File: src/rtl/slot_pkg.sv
// ---------------------------------------------------------------------------
// slot_pkg
// Shared definitions for the three-reel slot machine round logic: the round
// sequencer state encoding, symbol geometry and the payout multipliers.
// No ports; imported by slot_round_ctrl and referenced by slot_payout_eval.
// ---------------------------------------------------------------------------
package slot_pkg;

    localparam int SYM_W       = 4;
    localparam int NUM_SYMBOLS = 8;

    localparam int PAY_JACKPOT = 50;
    localparam int PAY_THREE   = 10;
    localparam int PAY_PAIR    = 2;

    localparam int JACKPOT_SYM = 7;

    typedef enum logic [2:0] {
        ST_IDLE,
        ST_SPIN,
        ST_STOP_L,
        ST_STOP_C,
        ST_STOP_R,
        ST_EVAL,
        ST_PAYOUT
    } state_t;

endpackage

File: src/rtl/slot_payout_eval.sv
// ---------------------------------------------------------------------------
// slot_payout_eval
// Combinational payout rule for one round: maps the three locked symbols and
// the bet to a win amount.
//   sym_l, sym_c, sym_r  in   SYM_W   locked reel symbols
//   bet                  in   BET_W   bet of the round
//   win                  out  WIN_W   payout (0 when nothing matches)
// ---------------------------------------------------------------------------
module slot_payout_eval #(
    parameter int SYM_W       = slot_pkg::SYM_W,
    parameter int BET_W       = 2,
    parameter int WIN_W       = 10,
    parameter int JACKPOT_SYM = slot_pkg::JACKPOT_SYM
) (
    input  logic [SYM_W-1:0] sym_l,
    input  logic [SYM_W-1:0] sym_c,
    input  logic [SYM_W-1:0] sym_r,
    input  logic [BET_W-1:0] bet,
    output logic [WIN_W-1:0] win
);

    logic [WIN_W-1:0] bet_ext;
    logic             three;
    logic             pair;

    assign bet_ext = WIN_W'(bet);
    assign three   = (sym_l == sym_c) && (sym_c == sym_r);
    // A left/right match with a different center does not pay.
    assign pair    = (sym_l == sym_c) || (sym_c == sym_r);

    always_comb begin
        win = '0;
        if (three) begin
            if (sym_l == SYM_W'(JACKPOT_SYM))
                win = bet_ext * WIN_W'(slot_pkg::PAY_JACKPOT);
            else
                win = bet_ext * WIN_W'(slot_pkg::PAY_THREE);
        end else if (pair) begin
            win = bet_ext * WIN_W'(slot_pkg::PAY_PAIR);
        end
    end

endmodule

File: src/rtl/slot_round_ctrl.sv
// ---------------------------------------------------------------------------
// slot_round_ctrl
// Round sequencer for the three-reel slot machine. Owns the credit balance,
// takes a bet on a start press, spins the reels, stops them left->center->
// right through a start/done handshake with the per-reel pickers, evaluates
// the locked symbols and credits the payout.
//   clk         in   1          system clock
//   rst         in   1          asynchronous, active-low reset
//   start_n     in   1          debounced start button, press = 1->0 edge
//   bet         in   2          bet for the next round (0 is invalid)
//   tick        in   1          one-cycle reel-rate pulse
//   pick_done   in   3          per-reel picker completion (bit0 = left)
//   pick_sym    in   3*SYM_W    per-reel picked symbol
//   spin_en     out  3          per-reel spin enable
//   pick_start  out  3          one-cycle request to the per-reel picker
//   sym_l/c/r   out  SYM_W      locked final symbols
//   credits     out  CREDIT_W   current balance
//   last_win    out  CREDIT_W   payout of the most recent round
//   busy        out  1          high outside IDLE
//   round_done  out  1          one-cycle pulse when the payout lands
//   fault       out  1          sticky picker-timeout flag
// ---------------------------------------------------------------------------
module slot_round_ctrl
    import slot_pkg::state_t,
           slot_pkg::ST_IDLE, slot_pkg::ST_SPIN, slot_pkg::ST_STOP_L,
           slot_pkg::ST_STOP_C, slot_pkg::ST_STOP_R, slot_pkg::ST_EVAL,
           slot_pkg::ST_PAYOUT;
#(
    parameter int SYM_W          = 4,
    parameter int CREDIT_W       = 10,
    parameter int START_CREDITS  = 100,
    parameter int MIN_SPIN_TICKS = 17,
    parameter int PICK_TIMEOUT   = 255,
    parameter int JACKPOT_SYM    = 7
) (
    input  logic                  clk,
    input  logic                  rst,
    input  logic                  start_n,
    input  logic [1:0]            bet,
    input  logic                  tick,
    input  logic [2:0]            pick_done,
    input  logic [3*SYM_W-1:0]    pick_sym,
    output logic [2:0]            spin_en,
    output logic [2:0]            pick_start,
    output logic [SYM_W-1:0]      sym_l,
    output logic [SYM_W-1:0]      sym_c,
    output logic [SYM_W-1:0]      sym_r,
    output logic [CREDIT_W-1:0]   credits,
    output logic [CREDIT_W-1:0]   last_win,
    output logic                  busy,
    output logic                  round_done,
    output logic                  fault
);

    localparam int TICK_W = $clog2(MIN_SPIN_TICKS + 1);
    localparam int TO_W   = $clog2(PICK_TIMEOUT + 1);

    // Credit balance add that pins at the top of the counter range.
    function automatic logic [CREDIT_W-1:0] sat_add(
        input logic [CREDIT_W-1:0] a,
        input logic [CREDIT_W-1:0] b
    );
        logic [CREDIT_W:0] sum;
        sum = {1'b0, a} + {1'b0, b};
        return sum[CREDIT_W] ? {CREDIT_W{1'b1}} : sum[CREDIT_W-1:0];
    endfunction

    state_t              state;
    logic                start_q;
    logic [1:0]          bet_r;
    logic [TICK_W-1:0]   tick_cnt;
    logic [TO_W-1:0]     to_cnt;
    logic                pick_wait;
    logic [CREDIT_W-1:0] win_r;
    logic [CREDIT_W-1:0] win;

    logic                press;
    logic                in_stop;
    logic [2:0]          cur_mask;
    logic [SYM_W-1:0]    cur_sym;
    state_t              stop_next;
    logic                done_hit;
    logic                to_hit;
    logic [SYM_W-1:0]    lock_sym;

    assign press = start_q & ~start_n;

    // Which reel the current STOP state is working on.
    always_comb begin
        in_stop   = 1'b0;
        cur_mask  = 3'b000;
        cur_sym   = '0;
        stop_next = ST_IDLE;
        case (state)
            ST_STOP_L: begin
                in_stop   = 1'b1;
                cur_mask  = 3'b001;
                cur_sym   = pick_sym[0*SYM_W +: SYM_W];
                stop_next = ST_STOP_C;
            end
            ST_STOP_C: begin
                in_stop   = 1'b1;
                cur_mask  = 3'b010;
                cur_sym   = pick_sym[1*SYM_W +: SYM_W];
                stop_next = ST_STOP_R;
            end
            ST_STOP_R: begin
                in_stop   = 1'b1;
                cur_mask  = 3'b100;
                cur_sym   = pick_sym[2*SYM_W +: SYM_W];
                stop_next = ST_EVAL;
            end
            default: ;
        endcase
    end

    // pick_start is still high during the request cycle; a done seen then
    // belongs to no accepted request, so acceptance waits one cycle.
    assign done_hit = in_stop && pick_wait && (pick_start == 3'b000)
                      && ((pick_done & cur_mask) != 3'b000);
    assign to_hit   = in_stop && pick_wait
                      && (to_cnt == TO_W'(PICK_TIMEOUT - 1));
    assign lock_sym = done_hit ? cur_sym : '0;

    slot_payout_eval #(
        .SYM_W       (SYM_W),
        .BET_W       (2),
        .WIN_W       (CREDIT_W),
        .JACKPOT_SYM (JACKPOT_SYM)
    ) u_eval (
        .sym_l (sym_l),
        .sym_c (sym_c),
        .sym_r (sym_r),
        .bet   (bet_r),
        .win   (win)
    );

    always_ff @(posedge clk or negedge rst) begin
        if (!rst) begin
            state      <= ST_IDLE;
            start_q    <= 1'b1;
            bet_r      <= '0;
            tick_cnt   <= '0;
            to_cnt     <= '0;
            pick_wait  <= 1'b0;
            win_r      <= '0;
            spin_en    <= 3'b000;
            pick_start <= 3'b000;
            sym_l      <= SYM_W'(1);
            sym_c      <= SYM_W'(0);
            sym_r      <= SYM_W'(2);
            credits    <= CREDIT_W'(START_CREDITS);
            last_win   <= '0;
            busy       <= 1'b0;
            round_done <= 1'b0;
            fault      <= 1'b0;
        end else begin
            start_q    <= start_n;
            pick_start <= 3'b000;
            round_done <= 1'b0;

            case (state)
                ST_IDLE: begin
                    if (press && (bet != 2'd0) && (credits >= CREDIT_W'(bet))) begin
                        credits  <= credits - CREDIT_W'(bet);
                        bet_r    <= bet;
                        spin_en  <= 3'b111;
                        tick_cnt <= '0;
                        busy     <= 1'b1;
                        state    <= ST_SPIN;
                    end
                end

                ST_SPIN: begin
                    if (tick) begin
                        tick_cnt <= tick_cnt + 1'b1;
                        if (tick_cnt == TICK_W'(MIN_SPIN_TICKS - 1)) begin
                            pick_wait <= 1'b0;
                            state     <= ST_STOP_L;
                        end
                    end
                end

                ST_STOP_L, ST_STOP_C, ST_STOP_R: begin
                    if (!pick_wait) begin
                        if (tick) begin
                            pick_start <= cur_mask;
                            pick_wait  <= 1'b1;
                            to_cnt     <= '0;
                        end
                    end else if (done_hit || to_hit) begin
                        // A tick arriving with done is swallowed here; the
                        // next reel waits for a later tick.
                        case (state)
                            ST_STOP_L: sym_l <= lock_sym;
                            ST_STOP_C: sym_c <= lock_sym;
                            default:   sym_r <= lock_sym;
                        endcase
                        if (!done_hit)
                            fault <= 1'b1;
                        spin_en   <= spin_en & ~cur_mask;
                        pick_wait <= 1'b0;
                        state     <= stop_next;
                    end else begin
                        to_cnt <= to_cnt + 1'b1;
                    end
                end

                ST_EVAL: begin
                    win_r <= win;
                    state <= ST_PAYOUT;
                end

                ST_PAYOUT: begin
                    credits    <= sat_add(credits, win_r);
                    last_win   <= win_r;
                    round_done <= 1'b1;
                    busy       <= 1'b0;
                    state      <= ST_IDLE;
                end

                default: state <= ST_IDLE;
            endcase
        end
    end

endmodule

File: config.mk
export PLATFORM = sky130hd
export DESIGN_NAME = slot_round_ctrl
export DESIGN_NICKNAME = d
export VERILOG_FILES = /design/src/rtl/slot_pkg.sv /design/src/rtl/slot_payout_eval.sv /design/src/rtl/slot_round_ctrl.sv
export SDC_FILE = /design/constraint.sdc
export NUM_CORES = 1
export LEC_CHECK = 0
export CAP_MARGIN = 20
export CORE_MARGIN = 2
export CORE_UTILIZATION = 49
export CTS_CLUSTER_SIZE = 30
export DETAILED_ROUTE_END_ITERATION = 8
export HOLD_SLACK_MARGIN = 0.02
export PLACE_DENSITY_LB_ADDON = 0.12
export SLEW_MARGIN = 20
export SYNTH_ARGS = -nofsm -noshare
export SYNTH_HDL_FRONTEND = slang
export SYNTH_HIERARCHICAL = 1
export SYNTH_SLANG_ARGS = --single-unit
File: constraint.sdc
create_clock -name clk -period 2.6 [get_ports clk]
set_input_delay 0.26 -clock clk [delete_from_list [all_inputs] [get_ports clk]]
set_output_delay 0.26 -clock clk [all_outputs]
set_load 0.1 [all_outputs]
[After elaboration in Yosys (flattened, before gate mapping)]
Cells that the tools add are included.
Cells by class
  equality and inequality tests: 17
  reduce and logical (&&, ||, !) cells: 31
  add/subtract/negate cells: 4
  bitwise operators: 7
  $lt $le $gt $ge: 1
  shift operators: 0
  muxes and demuxes: 39
  divide/modulo/power cells: 0
  $mul: 2
Operator list (count)
  $mux 10: 4
  $mux 3: 12
  $mux 8: 3
  $pmux 10 s2: 1
  $reduce_and 4->1: 5
  $pmux 3 s3: 2
  $pmux 3 s4: 1
  $pmux 4 s3: 1
  $reduce_bool 2->1: 6
  $add 10x10->11: 1
  $ge 10x2->1: 1
  $mux 5: 2
  $pmux 5 s2: 1
  $sub 10x2->10: 1
  $eq 3x3->1 const B: 3
  $reduce_and 3->1: 3
  $add 8x1->8 const B: 1
  $eq 4x4->1: 2
  $eq 8x8->1 const B: 1
  $mux 1: 8
  $ne 2x2->1 const B: 4
  $logic_and 1x1->1: 7
  $mul 2x5->7 const B: 1
  $and 3x3->3: 2
  20 further kinds: 28
Word-level totals
  bits in read-only memories: 0
  register bits: 71
  input bits: 21
  output and inout port bits: 41
  bits in latches: 0
  RAM bits: 0
  memories kept: 0

[Logic depth before layout (Yosys ltp)]
  depth after elaboration: 10
  depth in mapped cells: 11
  gate-level depth less buffers: 9

[Modules after synthesis]
Netlist, hierarchy kept.
By module, submodules not included
  slot_round_ctrl: area each 3823.7 um^2, cells each 383, instances 1
  slot_payout_eval: area each 244.0 um^2, cells each 29, instances 1

[Worst setup path before layout]
Ideal clock, no wire load.
  path kind: register to register
  start point: register credits[0]
  end point: register credits[3]
  setup time: 126 ps
  stages on the path, launching flop included: 10
  setup slack: -633 ps
  data required time: 2474 ps
  data arrival time: 3107 ps
  cells stage by stage: dfrtp_1 inv_1 ha_1 fa_1 or3b_2 nor4b_4 or3_1 buf_2 o41a_1 o32a_1
Between the ends
  word-level cells in the longest chain between the ends: 4
  elaborated cells between the ends (all ways): 9
  those cells by class: add/sub (2); order compare (1); eq/ne (1); mux (3); reduce/logical (2)
RTL lines
  start: declaration: RTL line slot_round_ctrl.sv:48  | output logic [CREDIT_W-1:0] credits,
  start signal: assignment: RTL line slot_round_ctrl.sv:152  | credits <= CREDIT_W'(START_CREDITS);
  start signal: assignment: RTL line slot_round_ctrl.sv:165  | credits <= credits - CREDIT_W'(bet);
  start signal: assignment: RTL line slot_round_ctrl.sv:215  | credits <= sat_add(credits, win_r);
  $ge 10x2->1: RTL line slot_round_ctrl.sv:164  | if (press && (bet != 2'd0) && (credits >= CREDIT_W'(bet))) begin
  $logic_and 1x1->1: RTL line slot_round_ctrl.sv:164
  $ne 2x2->1 (no source line)
  $reduce_and 2->1 (no source line)
Several ways; a longest one is shown, not always the timed one. The select of a mux whose other input is x is not followed.
A chain may end at the register's enable or synchronous reset.

[Final worst setup path]
Ends and elaborated chain as after synthesis.

==> flow_summary.toml <==
[setup_path]
worst-endpoint-arrival_ns = 2.77
required_ns = 2.83
r2r_slack_ns = 0.06
worstPathMaxFanout = 4
crit_path_start_kind = "flop"
r2r-end = "credits[3]"
cp_cell_sequence = "inv_2 > ha_2 > fa_2 > or3b_4 > nor4b_4 > or3_1 > o41a_1 > o32a_1"
end_kind = "flop"
cp.buffers_inverters = 1
slowest_delay_ns = 0.45
ff2ff_path_depth = 8
slowest_stage = "dfrtp_4"
crit-reg2reg-launch = "credits[0]"
crit_family = "simple AND/OR/NAND/NOR gates"
critPathKind = "flop to flop"

[timing]
finalSetupViolCount = 0
max_freq_mhz = 393
rsz0062_at_grt = "yes"
slew_headroom = 0.453
hold_violations = 0
min_period_ns = 2.54
fin_skew_ns = 0.0125
worst_pin_slew_ns = 0.820
timing.final.crit_share = 0.978
slew_viol_final = 0

[finish]
utilization = 0.624
nets = 535
drive_above_1_share = 0.242
final_cell_area_mm2 = 0.00507
area_growth_pct = 24.8
antennaDiodeCount = 0
stdcell_count = 604
fillers = 702

[detailed_routing]
drt_first_pass_iters = 5
vias_per_cell = 5.36
routedWlPerCell_um = 15.6
vias = 3239
route.detailed.drc = 0
drtIter0Drc = 117
wl_mm = 9.45
ant_nets = 0

[yosys]
ys_ff_latch = 71
yosysUniqueCellTypes = 64
syn_inst = 412
yosysWarnings = 6
ys.flop_type = "dfrtp_1"
async_reset_ff_frac = 1.00
synth_edf_count = 0
synth-seq-area-share = 0.439
syn_area_per_cell_um2 = 9.87
synthesis.area_mm2 = 0.00407

[grt]
grt_overflow = 0
grt_max_degree = 38
antenna_found_initial = 0
track_usage = 0.230
grt_pass1_wl_mm = 15.9
grt_pass1_vias = 3236

[hold_path]
whs_endpoint = "start_q"
hold_depth = 1
hold_class = "input pin to flop"
hold_path.startpoint = "start_n"

[run]
cap_violations = 0

[clock_tree]
cts_tree = "yes"
clock_sinks = 71
cts_setup_buffers = 0
cts_root_buffer = "clkbuf_8"
htree_levels = 3
cts_inserted_buffers = 9
clk_latency_ns = 0.35
cts_buffer_depth = 2
cts.reportedPaths.clkPinSlew_ns = 0.08

[floorplan]
start_util = 0.500
core_area_mm2 = 0.00813
dieArea_mm2 = 0.00905
std_cell_rows = 33
io_pins = 62
die_width_um = 95.1
die_height_um = 95.1

[power_and_ir_drop]
ir_drop_mv = 0.554
p_per_area_mw_per_mm2 = 1130
p_leak_nw = 2.38

[placed_design]
detailed_place_hpwl_mm = 7.19
place_inst = 587
portBuffers = 61
dpl_cell_area_mm2 = 0.00483
finalWeightedCongestion = 0.997

[run_status]
status = "finished clean"
==> kinds of logic after synthesis <==
family,Yosys count,synth area share
compound gates,81,0.134
xor+xnor,21,0.0508
fa+ha+maj,20,0.0652
simple gates,158,0.197
buf+inv,30,0.0329
other cells,1,0.000922
flops,71,0.439
mux,30,0.0809
==> report_power, final <==
part / switching [mW] / internal, mW / leakage [nW]
registers: 0.373 / 1.41 / 0.900
logic: 1.92 / 1.01 / 1.37
clock network: 0.460 / 0.552 / 0.108
==> through the flow <==
step	hold WS, ns	power, mW	worst slack [ns]	TNS (ns)
finish	0.363	5.74	0.0579	0
floorplan	-0.0356	3.98	-0.177	-0.230
global route	0.361	6.11	-0.00240	-0.00240
CTS	0.353	5.76	0.0512	0
detailed placement	0.395	4.74	-0.188	-0.640
global placement	0.393	4.67	-0.140	-0.275
==> metal layers <==
layer	part of all wire	global-route usage
met5	0	0
met2	0.50	0.387
met4	0.011	0.0990
met3	0.046	0.0332
met1	0.44	0.294
==> state kept, by name, indices dropped and copies added (netlist names), 2 cells and up <==
register / count
bet_r: 2
credits: 10
last_win: 10
pick_start: 3
spin_en: 3
state: 3
sym_c: 4
sym_l: 4
sym_r: 4
tick_cnt: 5
to_cnt: 8
win_r: 10
==> what timing repair did <==
action	CTS	global route
hold buffers	1	0
gates resized for setup	0	1
endpoints found under the hold margin	28	0
endpoints found under the setup margin	0	2
==> worst max-delay path by stage <==
stage | startpoint | endpoint | slack [ns] | cells past startpoint
finish | credits[0] | credits[3] | 0.06 | 8
global route | credits[0] | credits[9] | -0.002 | 9
CTS | credits[0] | credits[3] | 0.05 | 8
detailed placement | bet[0] | credits[3] | -0.19 | 8
global placement | bet[0] | credits[3] | -0.14 | 8
floorplan | credits[0] | credits[3] | -0.18 | 9
==> layout by cell type (no fill, tap or decap), drive strengths merged, types with 6 or more instances in the layout <==
cell type      instances
o21ai                 17
nand3                  8
xnor2                 13
mux2                  23
nand2                 60
clkdlybuf4s50         19
dfrtp                 65
a21oi                 18
ha                    18
mux2i                  7
clkbuf                 9
nand2b                 6
xor2                   8
inv                   16
nor2b                  6
nor2                  40
dfstp                  6
o211ai                 6
buf                   65
nor3                  10
==> cell type report <==
type / instances / area [um2] / share of cell area
timing repair buffer: 85 / 698 / 0.138
sequential: 71 / 1790 / 0.353
inverter: 14 / 52.6 / 0.0104
clock inverter: 7 / 104 / 0.0205
tap: 105 / 131 / 0.0259
clock buffer: 9 / 124 / 0.0244
multi-input combinational: 313 / 2170 / 0.428
==> cell usage after synthesis, drive strengths merged, types with 5 or more instances <==
cell	number	share of area
ha	18	0.055
nor3	10	0.014
dfrtp	65	0.40
clkbuf	6	0.0055
nor4	5	0.0077
nand4	5	0.011
mux2	23	0.064
xor2	8	0.017
o211ai	6	0.011
inv	14	0.013
buf	10	0.014
a21o	5	0.0092
mux2i	7	0.017
a21oi	18	0.022
o21a	5	0.0092
nor2b	6	0.0098
dfstp	6	0.039
nand3	8	0.0098
xnor2	13	0.034
a211oi	5	0.010
nor2	40	0.038
nand2	60	0.055
nand2b	6	0.0092
o21ai	17	0.021
(Power assumes the default switching activity.)
